`config.mk`:
```
export PLATFORM = sky130hd
export DESIGN_NAME = nes_pad_responder_flat
export DESIGN_NICKNAME = d
export VERILOG_FILES = /design/src/rtl/nes_pad_responder_if.sv /design/src/rtl/nes_pad_responder.sv /design/src/flat_wrapper.sv
export SDC_FILE = /design/constraint.sdc
export NUM_CORES = 1
export LEC_CHECK = 0
export BUFFER_PORTS_ARGS = -buffer_cell sky130_fd_sc_hd__buf_4
export CAP_MARGIN = 20
export CORE_MARGIN = 2
export CORE_UTILIZATION = 30
export DETAILED_ROUTE_END_ITERATION = 7
export RECOVER_POWER = 25
export SETUP_SLACK_MARGIN = 0.02
export SYNTH_ARGS = -nofsm -noshare
export SYNTH_HDL_FRONTEND = slang
export SYNTH_SLANG_ARGS = --single-unit
```
`constraint.sdc`:
```
create_clock -name i_clk -period 1.8 [get_ports i_clk]
set_clock_uncertainty 0.1 [all_clocks]
set_input_delay 0.27 -clock i_clk [delete_from_list [all_inputs] [get_ports i_clk]]
set_output_delay 0.27 -clock i_clk [all_outputs]
set_load 0.005 [all_outputs]
```
`src/rtl/nes_pad_responder_if.sv`:
```
// nes_pad_responder_if: console-side pins and status of the NES pad responder
//   i_button_state : 8 button levels, 1 = pressed (A,B,Sel,Start,Up,Down,Left,Right)
//   i_data_latch   : console latch pin (asynchronous)
//   i_data_clock   : console clock pin (asynchronous)
//   o_serial_data  : controller data pin, 0 = pressed
//   o_latched      : one-cycle pulse when a snapshot is frozen
//   o_bit_index    : bits shifted since the snapshot, 0..8
//   o_busy         : read in progress (LATCH or SHIFT)
interface nes_pad_responder_if;
  logic [7:0] i_button_state;
  logic       i_data_latch;
  logic       i_data_clock;
  logic       o_serial_data;
  logic       o_latched;
  logic [3:0] o_bit_index;
  logic       o_busy;
  modport master(output i_button_state, i_data_latch, i_data_clock,
                 input o_serial_data, o_latched, o_bit_index, o_busy);
  modport slave(input i_button_state, i_data_latch, i_data_clock,
                output o_serial_data, o_latched, o_bit_index, o_busy);
endinterface

```
`src/rtl/nes_pad_responder.sv`:
```
// nes_pad_responder: 4021-style NES controller emulator with synchronised, glitch-filtered console pins
//   i_clk : system clock, all logic in this domain
//   i_rst : asynchronous active-low reset
//   bus   : slave side of nes_pad_responder_if (buttons, latch/clock pins, data pin and status)
module nes_pad_responder #(
  parameter int       SYNC_STAGES    = 2,
  parameter int       FILTER_CYCLES  = 4,
  parameter int       TIMEOUT_CYCLES = 27000,
  parameter bit       FILL_BIT       = 1'b0
) (
  input  logic               i_clk,
  input  logic               i_rst,
  nes_pad_responder_if.slave bus
);
  localparam int FW = $clog2(FILTER_CYCLES + 1);
  localparam int TW = $clog2(TIMEOUT_CYCLES + 1);
  localparam logic [FW-1:0] FMAX = FW'(FILTER_CYCLES - 1);
  localparam logic [TW-1:0] TMAX = TW'(TIMEOUT_CYCLES - 1);

  typedef enum logic [1:0] {IDLE, LATCH, SHIFT, DONE} state_t;

  logic [1:0] w_pin;
  logic [1:0] w_rise;
  logic [1:0] w_fall;
  assign w_pin = {bus.i_data_clock, bus.i_data_latch};

  // channel 0 = latch, channel 1 = clock
  for (genvar g = 0; g < 2; g++) begin : g_in
    logic [SYNC_STAGES-1:0] r_sync;
    logic [FW-1:0]          r_cnt;
    logic                   r_filt;
    logic                   r_prev;
    always_ff @(posedge i_clk or negedge i_rst)
      if (!i_rst) begin
        r_sync <= '0;
        r_cnt  <= '0;
        r_filt <= 1'b0;
        r_prev <= 1'b0;
      end else begin
        r_sync <= {r_sync[SYNC_STAGES-2:0], w_pin[g]};
        r_prev <= r_filt;
        // a new level is accepted on its FILTER_CYCLES-th consecutive sample
        if (r_sync[SYNC_STAGES-1] == r_filt) r_cnt <= '0;
        else if (r_cnt == FMAX) begin
          r_filt <= r_sync[SYNC_STAGES-1];
          r_cnt  <= '0;
        end else r_cnt <= r_cnt + 1'b1;
      end
    assign w_rise[g] = r_filt & ~r_prev;
    assign w_fall[g] = ~r_filt & r_prev;
  end

  state_t        r_state;
  logic [7:0]    r_sr;
  logic          r_sd;
  logic          r_latched;
  logic [3:0]    r_idx;
  logic [TW-1:0] r_tcnt;
  logic [7:0]    w_shift;
  assign w_shift = {FILL_BIT, r_sr[7:1]};

  always_ff @(posedge i_clk or negedge i_rst)
    if (!i_rst) begin
      r_state   <= IDLE;
      r_sr      <= 8'hFF;
      r_sd      <= 1'b1;
      r_latched <= 1'b0;
      r_idx     <= '0;
      r_tcnt    <= '0;
    end else begin
      r_latched <= 1'b0;
      case (r_state)
        IDLE:
          if (w_rise[0]) begin
            r_state <= LATCH;
            r_sr    <= ~bus.i_button_state;
            r_sd    <= ~bus.i_button_state[0];
          end
        LATCH:
          if (w_fall[0]) begin
            r_state   <= SHIFT;
            r_latched <= 1'b1;
            r_idx     <= '0;
            r_tcnt    <= '0;
          end else begin
            r_sr <= ~bus.i_button_state;
            r_sd <= ~bus.i_button_state[0];
          end
        default:
          // latch wins over a simultaneous clock edge
          if (w_rise[0]) begin
            r_state <= LATCH;
            r_sr    <= ~bus.i_button_state;
            r_sd    <= ~bus.i_button_state[0];
            r_idx   <= '0;
            r_tcnt  <= '0;
          end else if (r_state == SHIFT && w_rise[1]) begin
            r_sr    <= w_shift;
            r_sd    <= w_shift[0];
            r_idx   <= r_idx + 1'b1;
            r_tcnt  <= '0;
            if (r_idx == 4'd7) r_state <= DONE;
          end else if (r_tcnt == TMAX) begin
            r_state <= IDLE;
            r_sr    <= 8'hFF;
            r_sd    <= 1'b1;
            r_idx   <= '0;
            r_tcnt  <= '0;
          end else r_tcnt <= r_tcnt + 1'b1;
      endcase
    end

  assign bus.o_serial_data = r_sd;
  assign bus.o_latched     = r_latched;
  assign bus.o_bit_index   = r_idx;
  assign bus.o_busy        = (r_state == LATCH) || (r_state == SHIFT);
endmodule

```
`src/flat_wrapper.sv`:
```
// flat-port wrapper written by rule: the top's interface ports become plain ports
module nes_pad_responder_flat 
#(
  parameter int       SYNC_STAGES    = 2,
  parameter int       FILTER_CYCLES  = 4,
  parameter int       TIMEOUT_CYCLES = 27000,
  parameter bit       FILL_BIT       = 1'b0
)
  (i_clk, i_rst, bus_i_button_state, bus_i_data_latch, bus_i_data_clock, bus_o_serial_data, bus_o_latched, bus_o_bit_index, bus_o_busy);
  nes_pad_responder_if bus_i ();
  input  logic i_clk;
  input  logic i_rst;
  input wire logic [$bits(bus_i.i_button_state)-1:0] bus_i_button_state;
  input wire logic [$bits(bus_i.i_data_latch)-1:0] bus_i_data_latch;
  input wire logic [$bits(bus_i.i_data_clock)-1:0] bus_i_data_clock;
  output wire logic [$bits(bus_i.o_serial_data)-1:0] bus_o_serial_data;
  output wire logic [$bits(bus_i.o_latched)-1:0] bus_o_latched;
  output wire logic [$bits(bus_i.o_bit_index)-1:0] bus_o_bit_index;
  output wire logic [$bits(bus_i.o_busy)-1:0] bus_o_busy;
  assign bus_i.i_button_state = bus_i_button_state;
  assign bus_i.i_data_latch = bus_i_data_latch;
  assign bus_i.i_data_clock = bus_i_data_clock;
  assign bus_o_serial_data = bus_i.o_serial_data;
  assign bus_o_latched = bus_i.o_latched;
  assign bus_o_bit_index = bus_i.o_bit_index;
  assign bus_o_busy = bus_i.o_busy;
  nes_pad_responder #(.SYNC_STAGES(SYNC_STAGES), .FILTER_CYCLES(FILTER_CYCLES), .TIMEOUT_CYCLES(TIMEOUT_CYCLES), .FILL_BIT(FILL_BIT)) u_core (.i_clk(i_clk), .i_rst(i_rst), .bus(bus_i));
endmodule
```
==> impl_summary.txt <==
----------------------------------------------------
[Outcome]
  Outcome ... finished, violations left
  Violated checks ... negative setup slack

[Critical path]
  Capture point of the worst reg-to-reg path ... u_core.r_sr[1]$_DFFE_PN1P_
  Depth of the worst register-to-register path ... 7
  Critical Path RT ... 1.93 ns
  Arrival time worst endpoint ... 2.17 ns
  Worst Setup End Kind ... register
  Startpoint of the lowest-slack register-to-register path ... u_core.r_tcnt[0]$_DFFE_PN0P_
  Startpoint types ... register
  Reg2Reg Setup Slack ... -0.24 ns
  Peak fanout along the critical path ... 8
  Kind of critical path ... register to register

[CTS]
  H-tree depth reported by CTS ... 2
  TritonCTS clock tree ... yes
  Later-pin clock latency in the skew report ... 0.30 ns
  TritonCTS buffer count ... 5
  Clock root buffer ... sky130_fd_sc_hd__clkbuf_8
  Worst-case clock buffer depth ... 2
  Clock transition at the register clock pins on the worst setup and hold paths after CTS ... 0.08 ns
  Sinks on the clock net ... 44

[Yosys]
  Cell type with the largest total area after synthesis ... sky130_fd_sc_hd__dfrtp_1
  Prevailing post-synth register cell ... sky130_fd_sc_hd__dfrtp_1
  Portion of the post-synthesis area used by sequential elements ... 0.519
  Number of warnings issued by yosys ... 0
  Top post-synthesis cells by area ... sky130_fd_sc_hd__dfrtp_1 42%, sky130_fd_sc_hd__dfstp_2 9.8%, sky130_fd_sc_hd__mux2_4 5.6%
  Most common cell in the netlist ... sky130_fd_sc_hd__dfrtp_1
  Post-Syn Nets ... 220
  Post-synth ARST share ... 1.00
  Share of the synthesized netlist area taken by xor and xnor gates ... 0.0368
  Top cells by instance count after synthesis ... 36 x sky130_fd_sc_hd__dfrtp_1, 16 x sky130_fd_sc_hd__nand2_1, 14 x sky130_fd_sc_hd__a21oi_1, 14 x sky130_fd_sc_hd__nand3_1, 14 x sky130_fd_sc_hd__nor2_1
  Synthesized netlist cell count ... 201
  Netlist Area Pre-Place ... 2140 um^2
  Multiplexer share of the synthesized area ... 0.0760
  Syn_area_per_cell ... 10.7 um^2
  Proportion of netlist area held by the largest area contributor ... 0.421
  Main combinational cell family by area after synthesis ... simple AND/OR/NAND/NOR gates
  Simple-Gate Fraction of Synth Area ... 0.214
  Post-synth EDFFs ... 0
  Count of unique library cells instantiated by Yosys ... 41
  Post-synthesis sequential element count ... 44
  Adder and majority cell fraction of the synthesized area ... 0.0409
  Synthesized-area fraction occupied by ao, oa, aoi and oai cells ... 0.0906

[Run]
  # Max-Cap Violations ... 0

[Routing]
  Number of DRC violations after detailed routing ... 0
  DR vias/cell ... 4.67
  Via count ... 1699
  Routed WL per cell ... 12.7 um
  Number of search-and-repair iterations in the first detailed-routing pass ... 4
  Total detailed-routing wirelength ... 4.62 mm
  Iteration-0 DRC count of the detailed router ... 96
  Post-route ant nets ... 0

[STA]
  Max-slew violation count ... 0
  Hold Fails Final Rpt ... 0
  Final Cycle Share ... 1.13
  Transition at the pin with the smallest max-transition slack ... 1.11 ns
  Highest clock rate ... 490 MHz
  Unrepaired setup endpoints after global routing ... yes
  Final setup vio count ... 15
  Minimum hold slack ... 0.255 ns
  Setup Total Neg Slack ... -2.47 ns
  Tmin final ... 2.04 ns
  Worst path setup slack after routing ... -0.240 ns
  Worst relative slew slack ... 0.262

[Layout]
  Layout cell share with drive strength beyond 1 ... 0.396
  Final layout net count ... 286
  Synth-to-layout area growth ... 38.0%
  Fin util ... 0.432
  ANT cells ... 0

[Worst hold path]
  Worst Hold Class ... input port to register
  Endpoint with the worst hold slack ... u_core.r_sr[3]$_DFFE_PN1P_
  Worst Hold Path Cells ... 3
  Start point of the worst min-delay path ... bus_i_button_state[3]

[Place]
  Setup slack after placement ... -0.250 ns
  Weighted congestion at the end of routability-driven global placement ... 0.745
  HPWL after detailed placement ... 3.16 mm
  Number of input and output port buffers inserted ... 18

[Die]
  Die Ht ... 88.5 um
  Core area ... 6830 um^2
  Top-level I/O count ... 19
  Std-Cell Rows ... 30
  X dimension of the die ... 88.5 um
  Starting density of the core ... 0.313
  Die Outline Area ... 7830 um^2

[Power]
  Largest voltage drop on the vdd net ... 0.433 mV
  Total power density per cell area ... 1470 nW/um^2
  Overall power of the completed layout ... 4.33 mW
  Reported leakage power ... 1.31 nW

[Global routing]
  Gr ovfl total ... 0
  Number of antenna violations at the first check in global routing ... 0
  Total global routing track utilization ... 0.127
  Maximum number of pins on one net before global-route repair ... 45
  Via count of the first global-routing pass ... 1702
  Wire length of the first global-routing pass ... 7.62 mm

----------------------------------------------------
layer usage:
metal  wire length [um]  global-route usage  up-vias
li1                   -                   -      846
met1               2180               0.158      824
met2               2220               0.215       23
met3                157              0.0364        6
met4                 57              0.0372        0
met5                  0                   0        -
logic make-up after synthesis:
kind of cell | after synthesis
AND/OR/NAND/NOR | 85
flip-flops | 44
multiplexers | 12
buffers and inverters | 11
adder cells (fa/ha/maj) | 7
AO/OA/AOI/OAI | 33
XOR/XNOR | 9
registers in the layout (all words and copies together), names as in the netlist:
signal and cells:
u_core.bus.o_bit_index 4, u_core.bus.o_latched 1, u_core.r_state 2, u_core.g_in.r_sync 4, u_core.r_tcnt 15, u_core.r_sr 8
u_core.g_in.r_prev 2, u_core.g_in.r_filt 2, u_core.g_in.r_cnt 6
final cells by class:
cell class	count	area, um^2
tap	96	120
multi-input combinational	146	1100
clock buffer	8	90.1
timing repair buffer	63	502
sequential	44	1110
inverter	7	26.3
fill	650	3880
placed cells by master (no fill, tap or decap), drive strengths merged, types with 3 or more instances in the layout:
cell type and n:
a21oi 14, buf 55, clkbuf 13, dfrtp 36
dfstp 8, dlygate4sd3 3, ha 7, inv 7
mux2 10, nand2 16, nand2b 4, nand3 14
nor2 15, nor2b 3, nor3 13, nor3b 4
nor4 3, o21ai 10, xnor2 3, xor2 6
timing repair:
action / CTS / global route
pin swaps: 3 / 10
hold endpoints to repair: 38 / 0
endpoints found under the setup margin: 26 / 28
hold buffers: 3 / 0
setup buffers: 3 / 1
gates resized for setup: 10 / 22
how the worst max path moves through the flow:
stage,startpoint,to,slack (ns),depth (start not counted)
6_report,u_core.r_tcnt[0]$_DFFE_PN0P_,u_core.r_sr[1]$_DFFE_PN1P_,-0.24,7
5_1_grt,u_core.r_tcnt[9]$_DFFE_PN0P_,u_core.r_sr[2]$_DFFE_PN1P_,-0.34,6
4_1_cts,u_core.r_tcnt[3]$_DFFE_PN0P_,u_core.r_sr[1]$_DFFE_PN1P_,-0.24,6
3_5_place_dp,u_core.r_tcnt[1]$_DFFE_PN0P_,u_core.r_sr[1]$_DFFE_PN1P_,-0.25,7
3_3_place_gp,u_core.r_tcnt[9]$_DFFE_PN0P_,u_core.r_sr[6]$_DFFE_PN1P_,-0.23,6
2_1_floorplan,u_core.r_tcnt[10]$_DFFE_PN0P_,u_core.r_sr[0]$_DFFE_PN1P_,-0.20,6
critical path, stage by stage, from the launching register on:
cell and delay (ns):
sky130_fd_sc_hd__dfrtp_1 0.38, sky130_fd_sc_hd__ha_1 0.21, sky130_fd_sc_hd__nand3_2 0.11, sky130_fd_sc_hd__nor4_4 0.28, sky130_fd_sc_hd__nor3_2 0.07, sky130_fd_sc_hd__or3b_1 0.36
sky130_fd_sc_hd__buf_6 0.16, sky130_fd_sc_hd__mux2_4 0.30
where the power goes:
group | total, mW | switching (mW) | internal [mW]
Sequential | 1.44 | 0.148 | 1.29
Combinational | 2.24 | 1.08 | 1.17
Clock | 0.648 | 0.334 | 0.314
Total | 4.33 | 1.56 | 2.77
per-stage QoR:
| stage | cells | instance area, um^2 |
|---|---|---|
| global route | 364 | 2950 |
| global placement | 349 | 2680 |
| finish | 364 | 2950 |
| CTS | 363 | 2880 |
| floorplan | 201 | 2160 |
| detailed placement | 349 | 2680 |
Note: power is estimated with default switching activity, not from simulation.
